===== config.mk =====
export PLATFORM = sky130hd
export DESIGN_NAME = alu_seq
export DESIGN_NICKNAME = d
export VERILOG_FILES = /design/src/rtl/alu_seq_pkg.sv /design/src/rtl/alu_seq_sext5.sv /design/src/rtl/alu_seq.sv
export SDC_FILE = /design/constraint.sdc
export NUM_CORES = 1
export LEC_CHECK = 0
export CAP_MARGIN = 0
export CORE_ASPECT_RATIO = 0.7
export CORE_MARGIN = 8
export CORE_UTILIZATION = 41
export CTS_BUF_LIST = sky130_fd_sc_hd__clkbuf_4
export DETAILED_ROUTE_END_ITERATION = 8
export PLACE_DENSITY = 0.76
export REMOVE_ABC_BUFFERS = 1
export SYNTH_ARGS = -nofsm -noshare
export SYNTH_HDL_FRONTEND = slang
export SYNTH_HIERARCHICAL = 1
export SYNTH_SLANG_ARGS = --single-unit

===== constraint.sdc =====
create_clock -name clk -period 2 [get_ports clk]
set_clock_uncertainty 0.05 [all_clocks]
set_input_delay 0.2 -clock clk [delete_from_list [all_inputs] [get_ports clk]]
set_output_delay 0.2 -clock clk [all_outputs]
set_load 0.02 [all_outputs]

===== src/rtl/alu_seq_pkg.sv =====
// alu_seq_pkg: ALU op selects, LC-3b operate opcodes, sequencer state encoding and decode helpers
package alu_seq_pkg;
  typedef enum logic [1:0] {
    ALUK_ADD   = 2'd0,
    ALUK_AND   = 2'd1,
    ALUK_XOR   = 2'd2,
    ALUK_PASSA = 2'd3
  } aluk_t;
  localparam logic [3:0] OP_ADD = 4'b0001;
  localparam logic [3:0] OP_AND = 4'b0101;
  localparam logic [3:0] OP_XOR = 4'b1001;
  typedef enum logic [1:0] {IDLE, DECODE, EXEC, WB} state_t;
  function automatic logic op_legal(input logic [3:0] op);
    return op == OP_ADD || op == OP_AND || op == OP_XOR;
  endfunction
  function automatic aluk_t op_aluk(input logic [3:0] op);
    return op == OP_AND ? ALUK_AND : op == OP_XOR ? ALUK_XOR : ALUK_ADD;
  endfunction
endpackage


===== src/rtl/alu_seq_sext5.sv =====
// sext5: sign-extends a 5-bit immediate to 16 bits (a: imm5 in, y: 16-bit result)
module sext5 (
  input  logic [4:0]  a,
  output logic [15:0] y
);
  assign y = {{11{a[4]}}, a};
endmodule


===== src/rtl/alu_seq.sv =====
// alu_seq: LC-3b operate-instruction sequencer (clk/rst/start/ir in; datapath controls, status, op_count out)
module alu_seq
  import alu_seq_pkg::*;
#(
  parameter int CNT_W = 16
) (
  input  logic             clk,
  input  logic             rst,
  input  logic             start,
  input  logic [15:0]      ir,
  output logic [1:0]       aluk,
  output logic [2:0]       sr1,
  output logic [2:0]       sr2,
  output logic             sr2mux,
  output logic [15:0]      imm,
  output logic             gate_alu,
  output logic             ld_reg,
  output logic             ld_cc,
  output logic [2:0]       dr,
  output logic             busy,
  output logic             done,
  output logic             illegal,
  output logic [CNT_W-1:0] op_count
);
  state_t state, next;
  logic [15:0] ir_q, sext;
  logic ill_q, act;
  sext5 u_sext (.a(ir_q[4:0]), .y(sext));
  always_ff @(posedge clk or posedge rst)
    if (rst) state <= IDLE;
    else state <= next;
  always_ff @(posedge clk or posedge rst)
    if (rst) begin
      ir_q     <= '0;
      ill_q    <= 1'b0;
      op_count <= '0;
    end else begin
      if (state == IDLE && start) ir_q <= ir;
      ill_q <= state == DECODE && !op_legal(ir_q[15:12]);
      if (state == WB) op_count <= op_count + CNT_W'(1);
    end
  always_comb
    next = state == IDLE   ? (start ? DECODE : IDLE) :
           state == DECODE ? (op_legal(ir_q[15:12]) ? EXEC : IDLE) :
           state == EXEC   ? WB : IDLE;
  // outputs depend on state only, so an async reset clears them at once
  always_comb begin
    act      = state != IDLE;
    aluk     = act ? op_aluk(ir_q[15:12]) : ALUK_PASSA;
    sr1      = act ? ir_q[8:6] : '0;
    sr2      = act ? ir_q[2:0] : '0;
    dr       = act ? ir_q[11:9] : '0;
    sr2mux   = act & ir_q[5];
    imm      = act ? sext : '0;
    gate_alu = state == EXEC || state == WB;
    ld_reg   = state == WB;
    ld_cc    = state == WB;
    done     = state == WB;
    busy     = act;
    illegal  = ill_q;
  end
endmodule


# Yosys cells after proc, flatten, opt, wreduce, memory -nomap -nowiden
# Index checks and enable logic that the tools add are counted.
# classes
n_reduce_logical,8
n_eq_ne,6
addsub,1
bitwise_logic,1
mux,12
# op_table
cell,count
16-bit by 1-bit adder with 16-bit output (second input constant),1
16-bit two-way mux,1
2-bit two-way mux,7
3-bit two-way mux,3
2-bit == test (second input constant),2
4-bit by 1-bit == test with 1-bit output (second input constant),1
4-bit by 3-bit == test with 1-bit output (second input constant),1
4-bit == test (second input constant),1
1-bit logical OR,3
2-bit by 1-bit == test with 1-bit output (second input constant),1
1-bit logical AND,2
2-bit zero test,1
2-bit nonzero test,1
1-bit AND,1
1-bit zero test,1
1-bit two-way mux,1
# totals
inputBits,19
ff_bits,35
word_cells,32

# Depth between registers and ports, before layout
# depth
depth_word,6
ltp_mapped,5
ltp_nobuf,5

# By module
# The synthesis kept the hierarchy.
# modules_own_cells
module,area_per_inst_um2,n_inst,cells_each,seq_area_each_um2
alu_seq,1680.4,1,143,875.8
sext5,120.1,1,16,0.0

# Worst setup path after synthesis
# No wires, ideal clock.
# synth_path
path_type,register to output
start,register (tool-made name)
end,output port aluk[1]
t_arrival_ps,1302
setup_slack_ps,448
path_stages_with_launch,5
n_path_buf,2
required_ps,1750
path_cell_list,dfrtp_1 > or2_4 > clkbuf_1 > buf_4 > o21ai_0
# synth_rtl
element,line,source
to (decl),alu_seq.sv:11,"output logic [1:0] aluk,"

# Final worst setup path
# layout_path
start,register state[0]
end,output port imm[3]
# layout_via
elab_chain_len,2
# layout_rtl
element,line,source
from (decl),alu_seq.sv:25,"state_t state, next;"
from (signal assigned),alu_seq.sv:31,else state <= next;
2-bit nonzero test,alu_seq.sv:48,act = state != IDLE;
16-bit two-way mux,alu_seq.sv:54,imm = act ? sext : '0;
to (decl),alu_seq.sv:15,"output logic [15:0] imm,"
# Every way passes these cells.

==> metrics <==
setup TNS=0 ns; post-synthesis sequential area ratio=0.4864; full die area=approximately 0.0068 mm^2; starting density of the core=0.4208; CTS tree=built; unique cell type count in the Yosys netlist=27; vias per cell=4.602; die width=approximately 95 um; Post-CTS Setup Bufs=0; Slew Limit Fails=0; R2R cell count=3; share of cells above drive strength 1=0.1449; cells after synthesis=between 150 and 200; part of the cycle the worst path needs=0.9194; peak supply drop=between 0.7 and 0.8 mV; CTS Hold Bufs=0; Fin. Hold Viols=0; GRT overflow=0; number of max-cap violations=0; R2R setup slack=about 0.44 ns; total core area=0.004279 mm^2; kind of critical path=reg -> out; CP endpoint kind=output port; clk root buf=clkbuf_4; Vias=approximately 1200; WP data arrival=around 1.6 ns; largest net degree at the start of global routing=36; worst slew pin tran=~0.44 ns; final setup fails=0; relative slew slack=0.7099; Reg clk slew, reported paths=around 0.10 ns; Worst Setup Start Kind=flip-flop; final hold slack=0.2374 ns; crit-path max FO=30; Die Y=71.45 um; power after layout=~0.0031 W; # clock sinks=35; P per Cell Area=approximately 1300 mW/mm^2; antenna viol nets, final=0; DR DRC count=0; RSZ-0062 raised after global routing=false; port bufs=between 60 and 70; synthesis-to-layout area growth=34.89%; H-tree levels=2; DRT Pass-1 Iters=4; Leak=around 1.2 nW; yosys warns=6; initial antenna violation count=0; initial DRC count=32; IO Pins=about 70; status=finished, final reports clean; first-pass GRT wire length=approximately 6500 um; WL final=between 3000 and 4000 um; most frequent cells in the layout=clkdlybuf4s50_1 (36), dfrtp_1 (35), dlygate4sd2_1 (28); Post-Syn Area per Cell=about 11 um^2; CTS Buf Count=5; vias in the first global route=approximately 1300; Hold Path Class=in -> async; Max Fclk=543.8 MHz; commonest non-fill, non-tap cell in the layout=clkdlybuf4s50_1; Post-DP HPWL=2997 um; Worst EP required=roughly 1.8 ns; gr usage total=0.1229; Seq cells post-synth=35; fin crit period=~1.8 ns; wire length per cell=roughly 14 um; Bufs on Longest Clock Path=2; mapped cell area=approximately 0.0018 mm^2; Rows=20; Final nets=about 230; antenna cells=0; gp weighted congestion=about 0.76; Worst-Skew Late Latency=roughly 0.33 ns
[state kept, by name, summed over array words and instances (netlist names), named ones only]
| register | flops |
|---|---|
| ir_q | 16 |
| op_count | 16 |
| illegal | 1 |
| state | 1 |
[per-layer routing]
metal	global-route usage	vias to the layer above	wire, um
met5	0	-	0
met4	0.05172	0	55
met3	0.04071	5	240
met2	0.1887	32	1880
met1	0.1536	587	1698
li1	-	614	-
[cell type report]
class / instances / area, um^2
Fill cell: 402 / 1851
Sequential cell: 35 / 875.8
Multi-Input combinational cell: 96 / 740.7
Timing Repair Buffer: 71 / 678.2
Tap cell: 55 / 68.82
Clock buffer: 5 / 37.54
Inverter: 5 / 18.77
Clock inverter: 2 / 8.758
[cell usage after synthesis (all sizes together)]
library cell,number,area (um^2)
nor4,1,21.27
ha,1,12.51
nor3b,1,7.510
buf,20,153.9
clkbuf,3,11.26
xnor2,10,87.58
nand4,3,18.77
and2,27,168.9
inv,5,18.77
o21ai,3,15.01
nand3,9,57.56
mux2,16,180.2
and3,3,20.02
nor2,3,27.53
xor2,5,43.79
nand2b,1,6.260
nand2,7,26.28
a21oi,2,10.01
dfrtp,35,875.8
or2,1,8.760
nor3,2,21.27
o31ai,1,7.510
[report_power, final]
part	switching, W	leakage (nW)	total, W	internal [W]
clock	0.000215	0.0285	0.000339	0.000124
combinational	0.000879	0.741	0.00162	0.000744
sequential	0.000160	0.444	0.00109	0.000928
total	0.00125	1.21	0.00305	0.00180
[critical path, cell delays in order (launching register included)]
cell	delay, ns
dfrtp_1	0.39
or2_4	0.36
and2_1	0.20
dlygate4sd2_1	0.31
[kinds of logic (layout without fill, tap and decap cells)]
kind of cell | after synthesis | in the layout | share of synthesized area
multiplexers | 16 | 16 | 0.1001
flip-flops | 35 | 35 | 0.4864
adder cells (fa/ha/maj) | 1 | 1 | 0.006948
XOR/XNOR | 15 | 15 | 0.07296
AND/OR/NAND/NOR | 58 | 58 | 0.2134
buffers and inverters | 28 | 83 | 0.1022
AO/OA/AOI/OAI | 6 | 6 | 0.01807
[through the flow]
step	std cells	worst slack [ns]	instance area, um^2	util
2_1_floorplan	136	0.3566	1635	-
3_3_place_gp	262	0.2982	2407	0.5626
3_5_place_dp	262	0.2630	2407	0.5626
4_1_cts	269	0.004768	2419	0.5652
5_1_grt	269	0.07622	2429	0.5675
6_report	269	0.1612	2429	0.5675
[timing repair]
| action | in CTS | in global routing |
|---|---|---|
| setup endpoints to repair | 28 | 4 |
| pin swaps | 0 | 1 |
| gates resized for setup | 28 | 4 |
[path summary, 6_finish.rpt]
| check | from | end |
|---|---|---|
| max | state[0] | imm[3] |
| min | rst | op_count[13] |
| max reg2reg | state[0] | ir_q[12] |
| min reg2reg | op_count[15] | op_count[15] |
| max in group asynchronous | rst | op_count[0] |
| min in group clk | ir[14] | ir_q[14] |
No activity file was read; power rests on OpenSTA's default activity.
